`config.mk`:
```
export PLATFORM = sky130hd
export DESIGN_NAME = ti_share_decoder
export DESIGN_NICKNAME = d
export VERILOG_FILES = /design/src/rtl/ti_pkg.sv /design/src/rtl/ti_share_acc.sv /design/src/rtl/ti_share_decoder.sv
export SDC_FILE = /design/constraint.sdc
export NUM_CORES = 1
export LEC_CHECK = 0
export CELL_PAD_IN_SITES_DETAIL_PLACEMENT = 2
export CELL_PAD_IN_SITES_GLOBAL_PLACEMENT = 2
export CORE_UTILIZATION = 28
export CTS_CLUSTER_DIAMETER = 50
export CTS_CLUSTER_SIZE = 30
export DETAILED_ROUTE_END_ITERATION = 10
export PLACE_DENSITY_LB_ADDON = 0.1
export REMOVE_ABC_BUFFERS = 1
export SYNTH_ARGS = -nofsm -noshare
export SYNTH_HDL_FRONTEND = slang
export SYNTH_SLANG_ARGS = --single-unit
```
`constraint.sdc`:
```
create_clock -name clk -period 1.6 [get_ports clk]
set_input_delay 0.16 -clock clk [delete_from_list [all_inputs] [get_ports clk]]
set_output_delay 0.16 -clock clk [all_outputs]
set_load 0.01 [all_outputs]
```
`src/rtl/ti_pkg.sv`:
```
// Shared definitions for the threshold-implementation share decoder.
package ti_pkg;

    localparam int NSHARES_DEF = 3;
    localparam int W_DEF       = 4;

    typedef enum logic {
        COLLECT = 1'b0,
        HOLD    = 1'b1
    } ti_state_e;

endpackage : ti_pkg

```
`src/rtl/ti_share_acc.sv`:
```
// Share accumulator: tracks the expected share index, folds accepted shares
// together and flags out-of-order shares with a one-cycle error pulse.
module ti_share_acc
    import ti_pkg::*;
#(
    parameter int NSHARES = NSHARES_DEF,
    parameter int W       = W_DEF
) (
    input  logic         clk,
    input  logic         rst_n,
    input  logic         accept,
    input  logic [W-1:0] share,
    input  logic [1:0]   idx,
    output logic         last,
    output logic [W-1:0] result,
    output logic         err
);

    localparam logic [1:0] LAST_IDX = 2'(NSHARES - 1);

    logic [1:0]   cnt_r;
    logic [W-1:0] acc_r;
    logic         err_r;
    logic         match_s;

    assign match_s = (idx == cnt_r);
    assign last    = accept & match_s & (cnt_r == LAST_IDX);
    // Only consumed by the output register on the final share.
    assign result  = acc_r ^ share;
    assign err     = err_r;

    // Counter/accumulator update; a wrong index discards the partial set.
    always_ff @(posedge clk or negedge rst_n) begin
        if (!rst_n) begin
            cnt_r <= 2'd0;
            acc_r <= '0;
            err_r <= 1'b0;
        end else if (accept) begin
            if (!match_s) begin
                cnt_r <= 2'd0;
                acc_r <= '0;
                err_r <= 1'b1;
            end else if (cnt_r == LAST_IDX) begin
                // Set complete: scrub the partial XOR so nothing lingers.
                cnt_r <= 2'd0;
                acc_r <= '0;
                err_r <= 1'b0;
            end else if (cnt_r == 2'd0) begin
                // First share loads directly, never mixed with stale data.
                cnt_r <= cnt_r + 2'd1;
                acc_r <= share;
                err_r <= 1'b0;
            end else begin
                cnt_r <= cnt_r + 2'd1;
                acc_r <= acc_r ^ share;
                err_r <= 1'b0;
            end
        end else begin
            err_r <= 1'b0;
        end
    end

endmodule : ti_share_acc

```
`src/rtl/ti_share_decoder.sv`:
```
// Recombines NSHARES Boolean shares of a masked nibble into the unmasked
// value; the output is registered and forced to zero whenever not valid.
module ti_share_decoder
    import ti_pkg::*;
#(
    parameter int NSHARES = NSHARES_DEF,
    parameter int W       = W_DEF
) (
    input  logic         clk,
    input  logic         rst_n,
    input  logic         in_valid,
    output logic         in_ready,
    input  logic [W-1:0] in_share,
    input  logic [1:0]   in_idx,
    output logic         out_valid,
    input  logic         out_ready,
    output logic [W-1:0] out_data,
    output logic         err
);

    ti_state_e    state_r, state_nx_s;
    logic         in_ready_r, in_ready_nx_s;
    logic         out_valid_r, out_valid_nx_s;
    logic [W-1:0] out_data_r, out_data_nx_s;
    logic         accept_s;
    logic         last_s;
    logic [W-1:0] result_s;
    logic         err_s;

    assign accept_s = in_valid & in_ready_r;

    ti_share_acc #(
        .NSHARES (NSHARES),
        .W       (W)
    ) u_acc (
        .clk    (clk),
        .rst_n  (rst_n),
        .accept (accept_s),
        .share  (in_share),
        .idx    (in_idx),
        .last   (last_s),
        .result (result_s),
        .err    (err_s)
    );

    // Next-state and next-output logic for the COLLECT/HOLD controller.
    always_comb begin
        state_nx_s     = state_r;
        in_ready_nx_s  = in_ready_r;
        out_valid_nx_s = out_valid_r;
        out_data_nx_s  = out_data_r;
        case (state_r)
            COLLECT: begin
                in_ready_nx_s  = 1'b1;
                out_valid_nx_s = 1'b0;
                out_data_nx_s  = '0;
                if (last_s) begin
                    state_nx_s     = HOLD;
                    in_ready_nx_s  = 1'b0;
                    out_valid_nx_s = 1'b1;
                    out_data_nx_s  = result_s;
                end else begin
                    state_nx_s = COLLECT;
                end
            end
            HOLD: begin
                in_ready_nx_s = 1'b0;
                if (out_valid_r && out_ready) begin
                    state_nx_s     = COLLECT;
                    in_ready_nx_s  = 1'b1;
                    out_valid_nx_s = 1'b0;
                    out_data_nx_s  = '0;
                end else begin
                    state_nx_s = HOLD;
                end
            end
            default: begin
                state_nx_s     = COLLECT;
                in_ready_nx_s  = 1'b0;
                out_valid_nx_s = 1'b0;
                out_data_nx_s  = '0;
            end
        endcase
    end

    // State and registered output stage.
    always_ff @(posedge clk or negedge rst_n) begin
        if (!rst_n) begin
            state_r     <= COLLECT;
            in_ready_r  <= 1'b0;
            out_valid_r <= 1'b0;
            out_data_r  <= '0;
        end else begin
            state_r     <= state_nx_s;
            in_ready_r  <= in_ready_nx_s;
            out_valid_r <= out_valid_nx_s;
            out_data_r  <= out_data_nx_s;
        end
    end

    assign in_ready  = in_ready_r;
    assign out_valid = out_valid_r;
    assign out_data  = out_data_r;
    assign err       = err_s;

endmodule : ti_share_decoder

```
==> summary.txt <==
Outcome
  – Result of the run: completed

CTS
  – Hold buffer count at CTS: 0
  – Clock Pin Slew Worst Setup and Hold Paths: 0.09 ns
  – Post-CTS Setup Inserts: 0
  – Root Buffer Master: clkbuf_4
  – Cts repair resizes: 0
  – Source-to-sink clock delay at the later pin of the worst-skew pair: ~0.28 ns
  – CTS tree: done
  – Number of CTS-inserted buffers: 3
  – CTS max path bufs: 2
  – Max H-tree Level: 1
  – Clock sink total: 14

Die
  – Initial standard-cell utilization of the core: between 30% and 40%
  – Number of rows created at floorplan: 16
  – Core footprint: ~2000 um^2
  – Area of the die: around 2400 um^2
  – Floorplan die height: around 49 um
  – I/O pins: 17
  – Die Span X: ~50 um

Critical path
  – Endpoint arrival time on the critical path: between 1.5 and 2 ns
  – End of the worst register-to-register path: u_acc.cnt_r[1]
  – Buf/Inv on CP: 0
  – Critical path class: register to register
  – Cell with the largest stage delay on the worst path: dfrtp_1
  – Sort of element at the start of the critical path: register
  – Crit path largest cell delay: ~0.47 ns
  – Delay-heaviest family, CP: flip-flops
  – Top fanout value on the critical path: 6
  – Critical path, cell by cell: xor2_1 > or3_4 > o31ai_2
  – Launch instance of the worst register-to-register path: u_acc.cnt_r[0]
  – FF-to-FF path depth: 3
  – Kind of end point of the critical path: register
  – Required time reported for the critical path endpoint: about 1.8 ns
  – Minimum setup slack among reg-to-reg paths: ~0.21 ns

Logic synthesis
  – Count of mapped cells out of synthesis: a little under 60
  – Sequential cell area fraction in the yosys report: between 50% and 60%
  – Number of library cell types mapped by synthesis: 15
  – Netlist area before placement: 626 um^2
  – Cell type contributing the most total cell area after synthesis: dfrtp_1
  – Fraction of post-synthesis cell area in the top cell type by area: ~56%
  – Most frequent cell after synthesis: dfrtp_1
  – Post-synth ARST share: 100%
  – Most common library cells after synthesis: 14 x dfrtp_1, 13 x nand2_1, 8 x o21ai_0
  – Cells taking the most area after synthesis: dfrtp_1 56%, nand2_1 7.8%, o21ai_0 6.4%
  – Average instance area after synthesis: roughly 11 um^2
  – Flop and latch count out of synthesis: 14
  – Warnings from Yosys: 0
  – Post-synth EDFFs: 0
  – Most instantiated flip-flop cell in the synthesis netlist: dfrtp_1

Placement
  – Placed cell areas: 831 um^2
  – Hpwl dp: 1200 um
  – Routability cong.: about 0.72
  – Number of port buffers: 16

Timing
  – Final setup violation count: 0
  – Measured slew at the worst slew-check pin: between 0.6 and 0.7 ns
  – RSZ-0062 raised after global routing: false
  – Sum Neg Setup Slack: 0 ns
  – Final worst-path cycle share: a little under 90%
  – Hold violation total from the final report: 0
  – Final number of max-transition violations: 0
  – Maximum clock frequency: a little over 700 MHz
  – Slew HR: approximately 54%
  – Setup Skew: 0.00248 ns
  – Post-layout minimum cycle time: about 1.4 ns

Route
  – Via density: ~4.8
  – Detailed-routing iteration count for the pre-antenna-repair pass: 2
  – Post-route antenna net violation count: 0
  – Iter 0 DRT Violations: 3
  – DRC: 0
  – DRT Wirelength: roughly 1600 um
  – Routed wire length per instance: between 10 and 15 um
  – Routed vias: slightly above 500

Final layout
  – Finished layout cell area: between 800 and 900 um^2
  – Total inserted antenna cells: 0
  – Share of cells above drive strength 1: about an eighth
  – Growth of design area from synthesis to finish: 38.6%
  – Net count, final: about 90

Power and ir drop
  – Worst ir drop on vdd: 0.647 mV
  – Leakage power of the design: 0.000384 uW
  – Pwr per Cell Area: between 1000 and 1500 nW/um^2

Global routing
  – Number of antenna violations at the first check in global routing: 0
  – Via count of the first global-routing pass: between 500 and 600
  – Largest net degree at the start of global routing: 15
  – Grt total ovfl: 0
  – First-pass GRT wire length: about 2900 um
  – Gr usage total: 16.2%

Hold path
  – Tightest Hold Check Type: input port to async pin

Run
  – Number of violations of the max-capacitance limit: 0
per-layer routing:
layer / wire length [um] / GRT usage, % / up-vias
met5: 0 / 0 / -
met4: 23 / 8.82 / 0
met3: 46 / 3.12 / 2
met2: 806 / 25.8 / 8
met1: 729 / 20.3 / 259
li1: - / - / 250
power breakdown:
group | total, uW | switching [uW] | internal [uW]
Combinational | 422 | 219 | 204
Sequential | 499 | 65.3 | 433
Clock | 257 | 119 | 138
Total | 1180 | 403 | 775
registers in the layout (all words and copies together) (netlist names):
register	count
in_ready	1
out_data	4
out_valid	1
state_r	1
u_acc.acc_r	4
u_acc.cnt_r	2
u_acc.err	1
area by class of cell:
cell class                      instances  area, um^2
Multi-Input combinational cell         42         256
Inverter                                2        7.51
Tap cell                               27        33.8
Fill cell                             225        1150
Timing Repair Buffer                   19         183
Sequential cell                        14         350
Clock buffer                            4        36.3
cells by family (layout without fill, tap and decap cells):
| logic type | Yosys count | count (layout) | share of synthesized area [%] |
|---|---|---|---|
| flip-flops | 14 | 14 | 56.0 |
| buffers and inverters | 3 | 25 | 3.00 |
| AND/OR/NAND/NOR | 20 | 20 | 14.4 |
| AO/OA/AOI/OAI | 16 | 16 | 18.2 |
| XOR/XNOR | 6 | 6 | 8.40 |
how the worst max path moves through the flow:
stage / startpoint / to / slack (ns) / depth (start not counted)
after floorplan: u_acc.cnt_r[1] / u_acc.cnt_r[0] / 0.33 / 3
after global routing: out_valid / out_data[1] / 0.17 / 3
after detailed placement: in_idx[1] / u_acc.acc_r[3] / 0.12 / 4
after global placement: in_idx[1] / u_acc.acc_r[3] / 0.15 / 4
after CTS: in_ready / in_ready / 0.23 / 1
final: u_acc.cnt_r[0] / u_acc.cnt_r[1] / 0.21 / 3
metrics by stage:
stage / cells / total power (uW) / setup slack [ns] / utilization, % / hold slack, ns
final: 108 / 1180 / 0.215 / 42.9 / 0.179
after global placement: 104 / 913 / 0.155 / 41.1 / 0.464
after floorplan: 58 / 749 / 0.327 / - / -0.136
after detailed placement: 104 / 926 / 0.117 / 41.1 / 0.475
after CTS: 108 / 1200 / 0.226 / 42.9 / 0.179
after global routing: 108 / 1270 / 0.166 / 42.9 / 0.190
cell usage in the layout (no fill, tap or decap), drive strengths merged:
master | Yosys | routed
clkdlybuf4s50 | 0 | 16
dfrtp | 14 | 14
nand2 | 13 | 13
o21ai | 8 | 8
nor2 | 4 | 4
xnor2 | 4 | 4
a2bb2oi | 4 | 4
clkbuf | 0 | 4
buf | 1 | 3
xor2 | 2 | 2
inv | 2 | 2
o31ai | 2 | 2
and4b | 1 | 1
a21boi | 1 | 1
a31oi | 1 | 1
nand3 | 1 | 1
or3 | 1 | 1
(Power assumes the default switching activity.)
